File: src/rtl/alu_arbiter_if.sv
// Bundle between two ALU requesters, the arbiter and the shared combinational ALU.
// The arbiter takes the slave view; the requesters/ALU side takes the master view.
interface alu_arbiter_if;
    localparam int unsigned DATA_W = 8;
    localparam int unsigned CTRL_W = 4;

    logic              req_valid_0;
    logic              req_valid_1;
    logic              req_ready_0;
    logic              req_ready_1;
    logic [CTRL_W-1:0] req_ctrl_0;
    logic [CTRL_W-1:0] req_ctrl_1;
    logic [DATA_W-1:0] req_rd_0;
    logic [DATA_W-1:0] req_rd_1;
    logic [DATA_W-1:0] req_rs_0;
    logic [DATA_W-1:0] req_rs_1;
    logic              resp_valid_0;
    logic              resp_valid_1;
    logic [DATA_W-1:0] resp_data_0;
    logic [DATA_W-1:0] resp_data_1;
    logic              resp_ready_0;
    logic              resp_ready_1;
    logic [DATA_W-1:0] alu_rd;
    logic [DATA_W-1:0] alu_rs;
    logic [CTRL_W-1:0] alu_ctrl;
    logic [DATA_W-1:0] alu_out;
    logic              busy;

    modport slave (
        input  req_valid_0, req_valid_1, req_ctrl_0, req_ctrl_1,
        input  req_rd_0, req_rd_1, req_rs_0, req_rs_1,
        input  resp_ready_0, resp_ready_1, alu_out,
        output req_ready_0, req_ready_1, resp_valid_0, resp_valid_1,
        output resp_data_0, resp_data_1, alu_rd, alu_rs, alu_ctrl, busy
    );

    modport master (
        output req_valid_0, req_valid_1, req_ctrl_0, req_ctrl_1,
        output req_rd_0, req_rd_1, req_rs_0, req_rs_1,
        output resp_ready_0, resp_ready_1, alu_out,
        input  req_ready_0, req_ready_1, resp_valid_0, resp_valid_1,
        input  resp_data_0, resp_data_1, alu_rd, alu_rs, alu_ctrl, busy
    );
endinterface

File: src/rtl/alu_arbiter.sv
// Two-requester arbiter in front of one shared combinational ALU.
// One operation in flight: accept (IDLE) -> execute (EXEC) -> respond (RESP).
module alu_arbiter #(
    parameter bit RR_EN = 1'b1
) (
    input logic          clock,
    input logic          reset_n,
    alu_arbiter_if.slave bus
);
    localparam int unsigned DATA_W    = 8;
    localparam int unsigned CTRL_W    = 4;
    localparam logic [CTRL_W-1:0] CTRL_IDLE = 4'b1111;

    typedef enum logic [1:0] {IDLE, EXEC, RESP} state_e;

    state_e            state_q, state_d;
    logic              ptr_q, ptr_d;
    logic              owner_q, owner_d;
    logic [CTRL_W-1:0] ctrl_q, ctrl_d;
    logic [DATA_W-1:0] rd_q, rd_d;
    logic [DATA_W-1:0] rs_q, rs_d;
    logic [DATA_W-1:0] result_q, result_d;
    logic              req_any;
    logic              win;

    always_ff @(posedge clock) begin
        if (!reset_n) begin
            state_q  <= IDLE;
            ptr_q    <= 1'b0;
            owner_q  <= 1'b0;
            ctrl_q   <= '0;
            rd_q     <= '0;
            rs_q     <= '0;
            result_q <= '0;
        end else begin
            state_q  <= state_d;
            ptr_q    <= ptr_d;
            owner_q  <= owner_d;
            ctrl_q   <= ctrl_d;
            rd_q     <= rd_d;
            rs_q     <= rs_d;
            result_q <= result_d;
        end
    end

    always_comb begin
        state_d  = state_q;
        ptr_d    = ptr_q;
        owner_d  = owner_q;
        ctrl_d   = ctrl_q;
        rd_d     = rd_q;
        rs_d     = rs_q;
        result_d = result_q;

        bus.req_ready_0  = 1'b0;
        bus.req_ready_1  = 1'b0;
        bus.resp_valid_0 = 1'b0;
        bus.resp_valid_1 = 1'b0;
        bus.resp_data_0  = '0;
        bus.resp_data_1  = '0;
        bus.alu_ctrl     = CTRL_IDLE;
        bus.alu_rd       = rd_q;
        bus.alu_rs       = rs_q;
        bus.busy         = (state_q != IDLE);

        // Tie goes to the pointer (or to requester 0 in fixed mode); otherwise the lone requester.
        req_any = bus.req_valid_0 | bus.req_valid_1;
        win     = (bus.req_valid_0 && bus.req_valid_1) ? (RR_EN ? ptr_q : 1'b0)
                                                       : ~bus.req_valid_0;

        case (state_q)
            IDLE: begin
                if (req_any) begin
                    bus.req_ready_0 = ~win;
                    bus.req_ready_1 = win;
                    owner_d = win;
                    ctrl_d  = win ? bus.req_ctrl_1 : bus.req_ctrl_0;
                    rd_d    = win ? bus.req_rd_1   : bus.req_rd_0;
                    rs_d    = win ? bus.req_rs_1   : bus.req_rs_0;
                    if (RR_EN) ptr_d = ~win;
                    state_d = EXEC;
                end
            end
            EXEC: begin
                bus.alu_ctrl = ctrl_q;
                result_d     = bus.alu_out;
                state_d      = RESP;
            end
            RESP: begin
                bus.resp_valid_0 = ~owner_q;
                bus.resp_valid_1 = owner_q;
                bus.resp_data_0  = owner_q ? '0 : result_q;
                bus.resp_data_1  = owner_q ? result_q : '0;
                if (owner_q ? bus.resp_ready_1 : bus.resp_ready_0) state_d = IDLE;
            end
            default: state_d = IDLE;
        endcase

        // Keep every handshake output quiet while reset is held.
        if (!reset_n) begin
            bus.req_ready_0  = 1'b0;
            bus.req_ready_1  = 1'b0;
            bus.resp_valid_0 = 1'b0;
            bus.resp_valid_1 = 1'b0;
            bus.resp_data_0  = '0;
            bus.resp_data_1  = '0;
            bus.alu_ctrl     = CTRL_IDLE;
            bus.busy         = 1'b0;
        end
    end
endmodule
File: src/flat_wrapper.sv
// flat-port wrapper written by rule: the top's interface ports become plain ports
module alu_arbiter_flat 
#(
    parameter bit RR_EN = 1'b1
)
  (clock, reset_n, bus_req_valid_0, bus_req_valid_1, bus_req_ctrl_0, bus_req_ctrl_1, bus_req_rd_0, bus_req_rd_1, bus_req_rs_0, bus_req_rs_1, bus_resp_ready_0, bus_resp_ready_1, bus_alu_out, bus_req_ready_0, bus_req_ready_1, bus_resp_valid_0, bus_resp_valid_1, bus_resp_data_0, bus_resp_data_1, bus_alu_rd, bus_alu_rs, bus_alu_ctrl, bus_busy);
  alu_arbiter_if bus_i ();
  input logic clock;
  input logic reset_n;
  input wire logic [$bits(bus_i.req_valid_0)-1:0] bus_req_valid_0;
  input wire logic [$bits(bus_i.req_valid_1)-1:0] bus_req_valid_1;
  input wire logic [$bits(bus_i.req_ctrl_0)-1:0] bus_req_ctrl_0;
  input wire logic [$bits(bus_i.req_ctrl_1)-1:0] bus_req_ctrl_1;
  input wire logic [$bits(bus_i.req_rd_0)-1:0] bus_req_rd_0;
  input wire logic [$bits(bus_i.req_rd_1)-1:0] bus_req_rd_1;
  input wire logic [$bits(bus_i.req_rs_0)-1:0] bus_req_rs_0;
  input wire logic [$bits(bus_i.req_rs_1)-1:0] bus_req_rs_1;
  input wire logic [$bits(bus_i.resp_ready_0)-1:0] bus_resp_ready_0;
  input wire logic [$bits(bus_i.resp_ready_1)-1:0] bus_resp_ready_1;
  input wire logic [$bits(bus_i.alu_out)-1:0] bus_alu_out;
  output wire logic [$bits(bus_i.req_ready_0)-1:0] bus_req_ready_0;
  output wire logic [$bits(bus_i.req_ready_1)-1:0] bus_req_ready_1;
  output wire logic [$bits(bus_i.resp_valid_0)-1:0] bus_resp_valid_0;
  output wire logic [$bits(bus_i.resp_valid_1)-1:0] bus_resp_valid_1;
  output wire logic [$bits(bus_i.resp_data_0)-1:0] bus_resp_data_0;
  output wire logic [$bits(bus_i.resp_data_1)-1:0] bus_resp_data_1;
  output wire logic [$bits(bus_i.alu_rd)-1:0] bus_alu_rd;
  output wire logic [$bits(bus_i.alu_rs)-1:0] bus_alu_rs;
  output wire logic [$bits(bus_i.alu_ctrl)-1:0] bus_alu_ctrl;
  output wire logic [$bits(bus_i.busy)-1:0] bus_busy;
  assign bus_i.req_valid_0 = bus_req_valid_0;
  assign bus_i.req_valid_1 = bus_req_valid_1;
  assign bus_i.req_ctrl_0 = bus_req_ctrl_0;
  assign bus_i.req_ctrl_1 = bus_req_ctrl_1;
  assign bus_i.req_rd_0 = bus_req_rd_0;
  assign bus_i.req_rd_1 = bus_req_rd_1;
  assign bus_i.req_rs_0 = bus_req_rs_0;
  assign bus_i.req_rs_1 = bus_req_rs_1;
  assign bus_i.resp_ready_0 = bus_resp_ready_0;
  assign bus_i.resp_ready_1 = bus_resp_ready_1;
  assign bus_i.alu_out = bus_alu_out;
  assign bus_req_ready_0 = bus_i.req_ready_0;
  assign bus_req_ready_1 = bus_i.req_ready_1;
  assign bus_resp_valid_0 = bus_i.resp_valid_0;
  assign bus_resp_valid_1 = bus_i.resp_valid_1;
  assign bus_resp_data_0 = bus_i.resp_data_0;
  assign bus_resp_data_1 = bus_i.resp_data_1;
  assign bus_alu_rd = bus_i.alu_rd;
  assign bus_alu_rs = bus_i.alu_rs;
  assign bus_alu_ctrl = bus_i.alu_ctrl;
  assign bus_busy = bus_i.busy;
  alu_arbiter #(.RR_EN(RR_EN)) u_core (.clock(clock), .reset_n(reset_n), .bus(bus_i));
endmodule
File: config.mk
export PLATFORM = sky130hd
export DESIGN_NAME = alu_arbiter_flat
export DESIGN_NICKNAME = d
export VERILOG_FILES = /design/src/rtl/alu_arbiter_if.sv /design/src/rtl/alu_arbiter.sv /design/src/flat_wrapper.sv
export SDC_FILE = /design/constraint.sdc
export NUM_CORES = 1
export LEC_CHECK = 0
export BUFFER_PORTS_ARGS = -buffer_cell sky130_fd_sc_hd__buf_2
export CAP_MARGIN = 0
export CORE_MARGIN = 4
export CORE_UTILIZATION = 46
export CTS_CLUSTER_SIZE = 14
export DETAILED_ROUTE_END_ITERATION = 8
export GPL_ROUTABILITY_DRIVEN = 1
export PLACE_DENSITY = 0.82
export SLEW_MARGIN = 5
export SYNTH_ARGS = -nofsm -noshare
export SYNTH_HDL_FRONTEND = slang
export SYNTH_SLANG_ARGS = --single-unit
File: constraint.sdc
create_clock -name clock -period 2.7 [get_ports clock]
set_input_delay 0 -clock clock [delete_from_list [all_inputs] [get_ports clock]]
set_output_delay 0 -clock clock [all_outputs]
set_load 0.05 [all_outputs]
==> flow_summary.json <==
{
  "outcome": "completed",
  "final-seq-area_um2": 641,
  "postCtsSetupRepairBufs": 0,
  "synth-simple-area-share_pct": 36.7,
  "ant_nets": 0,
  "routabilityCongestion": 0.802,
  "synth-compound-area-share_pct": 16.1,
  "place_hpwl_um": 3260,
  "synth_top_family_by_area": "simple AND/OR/NAND/NOR gates",
  "synthArstFlopShare_pct": 0,
  "ys.flop_type": "dfxtp_1",
  "synthMuxAreaShare_pct": 0.629,
  "whs_path_depth": 4,
  "fin_skew_ns": 0.0138,
  "cts.sinks": 32,
  "slew_headroom_pct": 41.7,
  "num_antenna_cells": 0,
  "drive_above_1_share_pct": 32.5,
  "grt_max_degree": 27,
  "cts_max_level": 2,
  "fmax_ghz": 0.468,
  "worstSetupPathDepth": 4,
  "syn_to_final_growth_pct": 62.9,
  "drt-vias-per-instance": 5.32,
  "via_count": 2012,
  "synth_cells": 197,
  "synth-seq-cells": 32,
  "drt-wirelength-per-cell_um": 14.4,
  "finalCritPeriodShare_pct": 79.1,
  "max-cap-violations": 0,
  "insertion_delay_ns": 0.34,
  "first_pass_iters": 6,
  "crit_chain": "or2_1 > o21ai_0 > a31oi_1 > dlygate4sd3_1",
  "fillers": 256,
  "synth_fa_ha_area_share_pct": 0,
  "avgSynthCellArea_um2": 8.07,
  "root_buffer": "clkbuf_4",
  "setup_tns_ns": 0,
  "crit_family": "simple AND/OR/NAND/NOR gates",
  "cp.arrival_ns": 2.41,
  "synth-xor-area-share_pct": 0,
  "row_count": 21,
  "hp-class": "in -> reg",
  "rr_worst_depth": 4,
  "track_usage_pct": 25.3,
  "setup_viol": 0,
  "required_ns": 2.97,
  "core_area_mm2": 0.00334,
  "synth_area_mm2": 0.00159,
  "rsz0062_at_grt": "no",
  "critPathMaxFanout": 22,
  "antenna_found_initial": 0,
  "worst_pin_slew_ns": 0.873,
  "synth_top_cells_by_area": "dfxtp_1 (40%), nand3_1 (10%), nand4_1 (7.9%)",
  "worstSetupStartpointType": "flop",
  "yosys_warnings": 0,
  "critPathKind": "reg -> reg",
  "cts_repair_resize_count": 0,
  "totalWireLength_um": 5430,
  "clock_path_buffers": 2,
  "post-route-min-period_ns": 2.14,
  "portBuffers": 94,
  "route.detailed.drc": 0,
  "p_total_mw": 1.26,
  "die_area_mm2": 0.00446,
  "slowest_stage": "or2_1",
  "cts_tree": "done",
  "maxSlewViolCount": 0,
  "synth_area_leader_cell": "dfxtp_1",
  "synth_edf_count": 0,
  "peakVddDrop_uv": 410,
  "grt_pass1_vias": 1898,
  "io_pins": 95,
  "cpPeakStageDelay_ns": 0.61,
  "dieHeight_um": 66.8,
  "fin_nets": 385,
  "cp-end-kind": "flop",
  "grt_pass1_wl_um": 8710,
  "yosysSeqAreaShare_pct": 40.3,
  "drtIter0Drc": 117,
  "path_clk_slew_ns": 0.09,
  "critPathBufInv": 1,
  "hold_violations": 0,
  "yosys-top-cells-count": "dfxtp_1 (32), nand3_1 (32), nand4_1 (20)",
  "syn_nets": 251,
  "cts_made_buffers": 5,
  "synth_top_cell_area_share_pct": 40.3,
  "floorplan.initialDensity_pct": 47.7,
  "grt_overflow": 0,
  "die_w_um": 66.8,
  "netlist-cell-type-count": 28,
  "powerDensity_mw_per_mm2": 486,
  "leakage_nw": 1.25,
  "multiInputGateArea_um2": 848
}
## flip-flops by register name (all words and copies together) (netlist names)
name / count
u_core.ptr_q: 1
u_core.bus.alu_rs: 8
u_core.bus.alu_rd: 8
u_core.result_q: 8
u_core.owner_q: 1
u_core.state_q: 2
u_core.ctrl_q: 4
## metal layers
layer  routed length (um)  GRT usage [%]  up-vias
met3                  472           4.72       11
met2                 2750           42.3       95
met1                 2100           31.3      915
met4                  114           10.9        0
met5                    0              0        -
li1                     -              -      991
## repair_timing
action / 4_1_cts / 5_1_grt
endpoints found under the hold margin: 28 / 0
hold buffers: 48 / 0
endpoints found under the setup margin: 0 / 0
## layout by cell type, fill, tap and decap left out
cell type       n
buf_2          94
dlygate4sd3_1  48
nand3_1        32
dfxtp_1        32
nand4_1        20
and2_1         17
nand2_1        16
o211ai_1       12
a21oi_1         9
o21ai_0         8
a31oi_1         8
clkbuf_4        5
or3_1           4
buf_4           4
nor2_1          3
nand2b_1        2
and3_1          2
nor3b_4         2
a21o_1          2
clkbuf_1        2
inv_1           1
nor2b_2         1
nor2_2          1
a21boi_1        1
or2_1           1
nor2b_1         1
o21a_1          1
mux2i_1         1
nor3_1          1
clkbuf_8        1
## area by class of cell
class	count	share of cell area [%]
timing repair buffer	146	37.9
sequential	32	24.7
inverter	1	0.145
clock buffer	8	2.27
multi-input combinational	145	32.8
tap	46	2.22
## logic make-up after synthesis
logic type | count (synthesis)
flops | 32
mux | 1
buf+inv | 20
compound gates | 41
simple gates | 103
## metrics by stage
step / cells / utilization (%) / instance area, um^2 / hold slack, ns / setup WS, ns
after floorplan: 197 / - / 1590 / 0.133 / 0.970
after global placement: 322 / 61.5 / 2050 / 0.218 / 1.18
after detailed placement: 322 / 61.5 / 2050 / 0.226 / 1.16
after CTS: 378 / 77.6 / 2590 / 0.0371 / 0.630
after global routing: 378 / 77.6 / 2590 / 0.0540 / 0.373
final: 378 / 77.6 / 2590 / 0.0398 / 0.564
## final timing paths
check / startpoint / endpoint / slack (ns)
worst max-delay path: u_core.state_q[0] / u_core.bus.alu_rs[2] / 0.56
worst min-delay path: bus_resp_ready_0 / u_core.state_q[1] / 0.04
worst max register to register: u_core.state_q[0] / u_core.bus.alu_rs[2] / 0.56
worst min register to register: u_core.result_q[0] / u_core.result_q[0] / 0.47
## report_power, final
part	leakage [nW]	internal (mW)	switching [mW]	total [mW]
sequential	0.263	0.517	0.0299	0.546
combinational	0.957	0.165	0.265	0.430
clock	0.0326	0.128	0.154	0.282
total	1.25	0.810	0.449	1.26
## worst reg2reg max path, stage by stage, from the launching register on
cell and delay, ns:
dfxtp_1 0.48, or2_1 0.61, o21ai_0 0.23, a31oi_1 0.18, dlygate4sd3_1 0.57
Power figures use the tool's default switching activity.
